==> config.mk <==
export PLATFORM = sky130hd
export DESIGN_NAME = alu_exec_ctrl_flat
export DESIGN_NICKNAME = d
export VERILOG_FILES = /design/src/rtl/alu_exec_ctrl_if.sv /design/src/rtl/alu_exec_ctrl.sv /design/src/flat_wrapper.sv
export SDC_FILE = /design/constraint.sdc
export NUM_CORES = 1
export LEC_CHECK = 0
export ABC_AREA = 1
export BUFFER_PORTS_ARGS = -buffer_cell sky130_fd_sc_hd__buf_2
export CORE_MARGIN = 5
export CORE_UTILIZATION = 47
export DETAILED_ROUTE_END_ITERATION = 10
export PLACE_DENSITY_LB_ADDON = 0.25
export SLEW_MARGIN = 20
export SYNTH_ARGS = -nofsm -noshare
export SYNTH_HDL_FRONTEND = slang
export SYNTH_SLANG_ARGS = --single-unit
==> constraint.sdc <==
create_clock -name clk -period 2.7 [get_ports clk]
set_clock_uncertainty 0.2 [all_clocks]
set_input_delay 0.54 -clock clk [delete_from_list [all_inputs] [get_ports clk]]
set_output_delay 0.54 -clock clk [all_outputs]
set_load 0.02 [all_outputs]
==> src/rtl/alu_exec_ctrl_if.sv <==
// Decode-to-execute instruction port: one decoded ALU instruction per handshake.
// An instruction transfers on a rising edge where op_valid && op_ready; fields are only meaningful while op_valid is high.
interface alu_exec_ctrl_if #(
  parameter int OP_W    = 4,
  parameter int RADDR_W = 3
);
  logic               op_valid;
  logic               op_ready;
  logic [OP_W-1:0]    op_code;
  logic [RADDR_W-1:0] rs_a;
  logic [RADDR_W-1:0] rs_b;
  logic [RADDR_W-1:0] rd;

  modport master (output op_valid, op_code, rs_a, rs_b, rd, input op_ready);
  modport slave  (input op_valid, op_code, rs_a, rs_b, rd, output op_ready);
endinterface

==> src/rtl/alu_exec_ctrl.sv <==
// Execute-stage controller: reads two registers, runs the external ALU, writes back
// the result and owns the PSR. One instruction every four cycles (IDLE/READ/EXEC/WB).
module alu_exec_ctrl #(
  parameter int DATA_W  = 8,
  parameter int OP_W    = 4,
  parameter int APSR_W  = 4,
  parameter int PSR_W   = 8,
  parameter int RADDR_W = 3
) (
  input  logic               clk,
  input  logic               rst,
  alu_exec_ctrl_if.slave     dec,
  output logic [RADDR_W-1:0] rf_raddr_a,
  output logic [RADDR_W-1:0] rf_raddr_b,
  input  logic [DATA_W-1:0]  rf_rdata_a,
  input  logic [DATA_W-1:0]  rf_rdata_b,
  output logic [OP_W-1:0]    alu_op,
  output logic [DATA_W-1:0]  alu_a,
  output logic [DATA_W-1:0]  alu_b,
  output logic [PSR_W-1:0]   alu_psr,
  input  logic [DATA_W-1:0]  alu_result,
  input  logic [APSR_W-1:0]  alu_apsr,
  output logic               rf_we,
  output logic [RADDR_W-1:0] rf_waddr,
  output logic [DATA_W-1:0]  rf_wdata,
  output logic [PSR_W-1:0]   psr,
  output logic               done,
  output logic [1:0]         state_dbg
);

  localparam logic [OP_W-1:0] ALU_NOP = '0;
  localparam logic [OP_W-1:0] ALU_ADD = OP_W'(1);
  localparam logic [OP_W-1:0] ALU_NOR = OP_W'(10);

  typedef enum logic [1:0] {IDLE = 2'd0, READ = 2'd1, EXEC = 2'd2, WB = 2'd3} state_t;

  state_t             state, state_nxt;
  logic [OP_W-1:0]    op_q;
  logic               nop_q;
  logic [RADDR_W-1:0] rs_a_q, rs_b_q, rd_q;
  logic [RADDR_W-1:0] raddr_a_q, raddr_b_q;
  logic [DATA_W-1:0]  res_q;
  logic [APSR_W-1:0]  flg_q;
  logic [PSR_W-1:0]   psr_q;
  logic               accept;

  assign accept = (state == IDLE) && dec.op_valid;

  always_ff @(posedge clk) begin
    if (rst) state <= IDLE;
    else     state <= state_nxt;
  end

  always_comb begin
    state_nxt = state;
    case (state)
      IDLE:    if (dec.op_valid) state_nxt = READ;
      READ:    state_nxt = EXEC;
      EXEC:    state_nxt = WB;
      WB:      state_nxt = IDLE;
      default: state_nxt = IDLE;
    endcase
  end

  // Unknown codes are folded into nop_q at accept so they never write back or touch the PSR.
  always_ff @(posedge clk) begin
    if (rst) begin
      op_q      <= ALU_NOP;
      nop_q     <= 1'b1;
      rs_a_q    <= '0;
      rs_b_q    <= '0;
      rd_q      <= '0;
      raddr_a_q <= '0;
      raddr_b_q <= '0;
      res_q     <= '0;
      flg_q     <= '0;
      psr_q     <= '0;
    end else begin
      if (accept) begin
        op_q   <= dec.op_code;
        nop_q  <= (dec.op_code < ALU_ADD) || (dec.op_code > ALU_NOR);
        rs_a_q <= dec.rs_a;
        rs_b_q <= dec.rs_b;
        rd_q   <= dec.rd;
      end
      if (state == READ) begin
        raddr_a_q <= rs_a_q;
        raddr_b_q <= rs_b_q;
      end
      if (state == EXEC) begin
        res_q <= alu_result;
        flg_q <= alu_apsr;
      end
      if (state == WB && !nop_q) psr_q[APSR_W-1:0] <= flg_q;
    end
  end

  // rst gates the write-back strobes so an abort in WB never leaks a write.
  always_comb begin
    dec.op_ready = (state == IDLE);
    rf_raddr_a   = raddr_a_q;
    rf_raddr_b   = raddr_b_q;
    alu_op       = ALU_NOP;
    alu_a        = '0;
    alu_b        = '0;
    rf_we        = 1'b0;
    rf_waddr     = '0;
    rf_wdata     = '0;
    done         = 1'b0;
    case (state)
      READ: begin
        rf_raddr_a = rs_a_q;
        rf_raddr_b = rs_b_q;
      end
      EXEC: begin
        alu_op = nop_q ? ALU_NOP : op_q;
        alu_a  = rf_rdata_a;
        alu_b  = rf_rdata_b;
      end
      WB: begin
        done = !rst;
        if (!nop_q && !rst) begin
          rf_we    = 1'b1;
          rf_waddr = rd_q;
          rf_wdata = res_q;
        end
      end
      default: ;
    endcase
  end

  assign psr       = psr_q;
  assign alu_psr   = psr_q;
  assign state_dbg = state;

endmodule
==> src/flat_wrapper.sv <==
// flat-port wrapper written by rule: the top's interface ports become plain ports
module alu_exec_ctrl_flat 
#(
  parameter int DATA_W  = 8,
  parameter int OP_W    = 4,
  parameter int APSR_W  = 4,
  parameter int PSR_W   = 8,
  parameter int RADDR_W = 3
)
  (clk, rst, rf_raddr_a, rf_raddr_b, rf_rdata_a, rf_rdata_b, alu_op, alu_a, alu_b, alu_psr, alu_result, alu_apsr, rf_we, rf_waddr, rf_wdata, psr, done, state_dbg, dec_op_valid, dec_op_code, dec_rs_a, dec_rs_b, dec_rd, dec_op_ready);
  alu_exec_ctrl_if #(.OP_W(OP_W), .RADDR_W(RADDR_W)) dec_i ();
  input  logic clk;
  input  logic rst;
  output logic [RADDR_W-1:0] rf_raddr_a;
  output logic [RADDR_W-1:0] rf_raddr_b;
  input  logic [DATA_W-1:0] rf_rdata_a;
  input  logic [DATA_W-1:0] rf_rdata_b;
  output logic [OP_W-1:0] alu_op;
  output logic [DATA_W-1:0] alu_a;
  output logic [DATA_W-1:0] alu_b;
  output logic [PSR_W-1:0] alu_psr;
  input  logic [DATA_W-1:0] alu_result;
  input  logic [APSR_W-1:0] alu_apsr;
  output logic rf_we;
  output logic [RADDR_W-1:0] rf_waddr;
  output logic [DATA_W-1:0] rf_wdata;
  output logic [PSR_W-1:0] psr;
  output logic done;
  output logic [1:0] state_dbg;
  input wire logic [$bits(dec_i.op_valid)-1:0] dec_op_valid;
  input wire logic [$bits(dec_i.op_code)-1:0] dec_op_code;
  input wire logic [$bits(dec_i.rs_a)-1:0] dec_rs_a;
  input wire logic [$bits(dec_i.rs_b)-1:0] dec_rs_b;
  input wire logic [$bits(dec_i.rd)-1:0] dec_rd;
  output wire logic [$bits(dec_i.op_ready)-1:0] dec_op_ready;
  assign dec_i.op_valid = dec_op_valid;
  assign dec_i.op_code = dec_op_code;
  assign dec_i.rs_a = dec_rs_a;
  assign dec_i.rs_b = dec_rs_b;
  assign dec_i.rd = dec_rd;
  assign dec_op_ready = dec_i.op_ready;
  alu_exec_ctrl #(.DATA_W(DATA_W), .OP_W(OP_W), .APSR_W(APSR_W), .PSR_W(PSR_W), .RADDR_W(RADDR_W)) u_core (.clk(clk), .rst(rst), .dec(dec_i), .rf_raddr_a(rf_raddr_a), .rf_raddr_b(rf_raddr_b), .rf_rdata_a(rf_rdata_a), .rf_rdata_b(rf_rdata_b), .alu_op(alu_op), .alu_a(alu_a), .alu_b(alu_b), .alu_psr(alu_psr), .alu_result(alu_result), .alu_apsr(alu_apsr), .rf_we(rf_we), .rf_waddr(rf_waddr), .rf_wdata(rf_wdata), .psr(psr), .done(done), .state_dbg(state_dbg));
endmodule
==> impl_metrics.ini <==
[route]
ant_nets = 0
wire_per_inst_microns = 10.4
num_vias = 1770
via_per_inst = 4.44
drt_iter0_markers = 75
dr.pass1.iters = 4
wl_microns = 4170
drc = 0

[yosys]
yosysTopAreaCellShare = 0.417
ys_ff_latch = 38
syn_area_per_cell_sq_um = 6.85
ys_types = 18
yosysSeqAreaShare = 0.417
syn_area_sq_um = 1820
synth_largest_area_cell = dfxtp_1
syn_inst = 266
yosys_warnings = 0
synth.area.top_cells = dfxtp_1 (42%), nor2_1 (12%), inv_1 (8.9%)

[timing]
setup_violations = 0
fin_setup_tns_ns = 0
relSlewSlack = 0.503
min_period_ns = 2.33
drv_slew = 0
rsz0062_at_grt = false
period_share = 0.865
hold_viol_final = 0
worst_pin_slew_ns = 0.744
fmax_mhz = 428

[global_routing]
grt_use_met1 = 0.205
antenna_found_initial = 0
grt-ovfl-total = 0
grt_pass1_wl_microns = 6540
busiest_layer = met2
grt_pass1_vias = 1522
use_met3 = 0.0360
grt_max_degree = 31
track_usage = 0.156
grt_use_met2 = 0.250

[setup_path]
crit_arrival_ns = 1.59
reg2regPathDepth = 5
crit_path_end_kind = primary output
critPathKind = flip-flop to primary output
cp_max_fo = 23
worstSetupStartpointType = flip-flop
ff2ff_setup_slack_ns = 0.84
required_ns = 1.96
rr_startpoint = u_core.state_dbg[0]$_SDFFE_PP0P_
reg2reg_to = u_core.res_q[2]$_SDFFE_PP0P_

[floorplanning]
die_w_microns = 72.3
start_util = 0.491
rows = 22
coreArea_sq_um = 3720
ioPinCount = 102
dieArea_sq_um = 5220
die_y_microns = 72.3

[power_and_ir_drop]
powerDensity_nw_per_um2 = 898
vdd_ir_drop_max_v = 0.000603
totalPowerFinal_uw = 2060
leakage_uw = 0.00135

[min_path]
holdPathStages = 2
worstHoldStart = u_core.res_q[0]$_SDFFE_PP0P_
hold_end = u_core.res_q[0]$_SDFFE_PP0P_
hold_path.class = flip-flop to flip-flop

[placement]
dp_cells = 391
gp_congestion = 0.822
post_dp_cell_area_sq_um = 2200
io_buffers = 93
hpwl_microns = 3190

[clocking]
hold_buffers = 0
clkLatencyLatePin_ns = 0.27
cts-htree-levels = 2
root_buffer = clkbuf_8
clkTransAtPathRegs_ns = 0.07
cts_buffer_depth = 2
cts-buffers-inserted = 5
cts.sinks = 38
cts_tree = done

[final_layout]
fin_nets = 398
final_common_cell = buf_2
drive_gt1_frac = 0.305
stdcell_count = 399
syn_to_final_growth_pct = 25.7
utilization = 0.617
final_cell_mix = buf_2 (93), nor2_1 (59), inv_1 (43), nand2_1 (43), dfxtp_1 (38)
final_area_sq_um = 2290
fillers = 392
diodes = 0

[run_status]
status = finished, final reports clean

[flow_run]
drv_cap = 0
==> routing by layer <==
layer / share of wire / wire length [microns] / up-vias
met5: 0 / 0 / -
li1: - / - / 945
met2: 0.44 / 1820 / 74
met3: 0.098 / 410 / 5
met4: 0.014 / 57 / 0
met1: 0.45 / 1880 / 746
==> stage by stage <==
stage	worst slack [ns]	hold slack (ns)
2_1_floorplan	0.677	0.229
3_3_place_gp	0.459	0.246
3_5_place_dp	0.389	0.249
4_1_cts	0.0758	0.261
5_1_grt	0.221	0.270
6_report	0.365	0.257
==> flip-flops by register name, indices dropped and copies added, names as in the netlist <==
register and count:
u_core.nop_q 1, u_core.raddr_a_q 3, u_core.rs_a_q 3, u_core.res_q 8
u_core.rd_q 3, u_core.rs_b_q 3, u_core.op_q 4, u_core.flg_q 4
u_core.raddr_b_q 3, u_core.alu_psr 4, u_core.state_dbg 2
==> synth_stat cells <==
cell type   n
conb_1      1
buf_12      1
nand2_4     1
o21ai_0    29
buf_6       3
dfxtp_1    38
ha_1        4
buf_1       1
a21oi_1    17
nand2_1    43
inv_4       1
buf_4      12
clkbuf_1    1
nor2_2      4
buf_2       5
nand3_1     3
inv_1      43
nor2_1     59
==> critical path, stage by stage, from the launching register on <==
cell,delay [ns]
dfxtp_1,0.34
inv_1,0.10
ha_2,0.43
nand2_1,0.17
nor2_1,0.11
buf_2,0.17
==> power breakdown <==
group          leakage, uW  internal (uW)  switching [uW]
registers         0.000312            722            72.7
clock network    0.0000482            206             180
logic             0.000987            278             600
==> area by class of cell <==
| cell class | count | area (sq um) | share of cell area |
|---|---|---|---|
| Sequential cell | 38 | 761 | 0.332 |
| Timing Repair Buffer | 93 | 465 | 0.203 |
| Clock inverter | 1 | 5.00 | 0.00218 |
| Tap cell | 48 | 60.1 | 0.0262 |
| Multi-Input combinational cell | 168 | 747 | 0.326 |
| Clock buffer | 7 | 86.3 | 0.0377 |
| Inverter | 44 | 168 | 0.0731 |
==> repair_timing <==
action / 4_1_cts / 5_1_grt
resized for setup: 0 / 1
endpoints found under the setup margin: 0 / 4
buffers inserted: 0 / 0
==> worst max-delay path by stage <==
stage | from | endpoint | depth (start not counted)
finish | u_core.state_dbg[0]$_SDFFE_PP0P_ | alu_op[0] | 5
global route | u_core.state_dbg[0]$_SDFFE_PP0P_ | alu_op[2] | 5
CTS | u_core.state_dbg[0]$_SDFFE_PP0P_ | alu_op[0] | 5
detailed placement | u_core.state_dbg[0]$_SDFFE_PP0P_ | alu_op[0] | 5
global placement | u_core.state_dbg[0]$_SDFFE_PP0P_ | alu_op[0] | 5
floorplan | u_core.state_dbg[1]$_SDFFE_PP0P_ | alu_op[0] | 4
==> kinds of logic (layout without fill, tap and decap cells) <==
| group | after synthesis | after routing | synth area share |
|---|---|---|---|
| AO/OA/AOI/OAI | 46 | 46 | 0.126 |
| adder cells (fa/ha/maj) | 4 | 4 | 0.0275 |
| buffers and inverters | 67 | 145 | 0.189 |
| flip-flops | 38 | 38 | 0.417 |
| other | 1 | 8 | 0.00206 |
| AND/OR/NAND/NOR | 110 | 110 | 0.238 |
No activity file was read; power rests on OpenSTA's default activity.
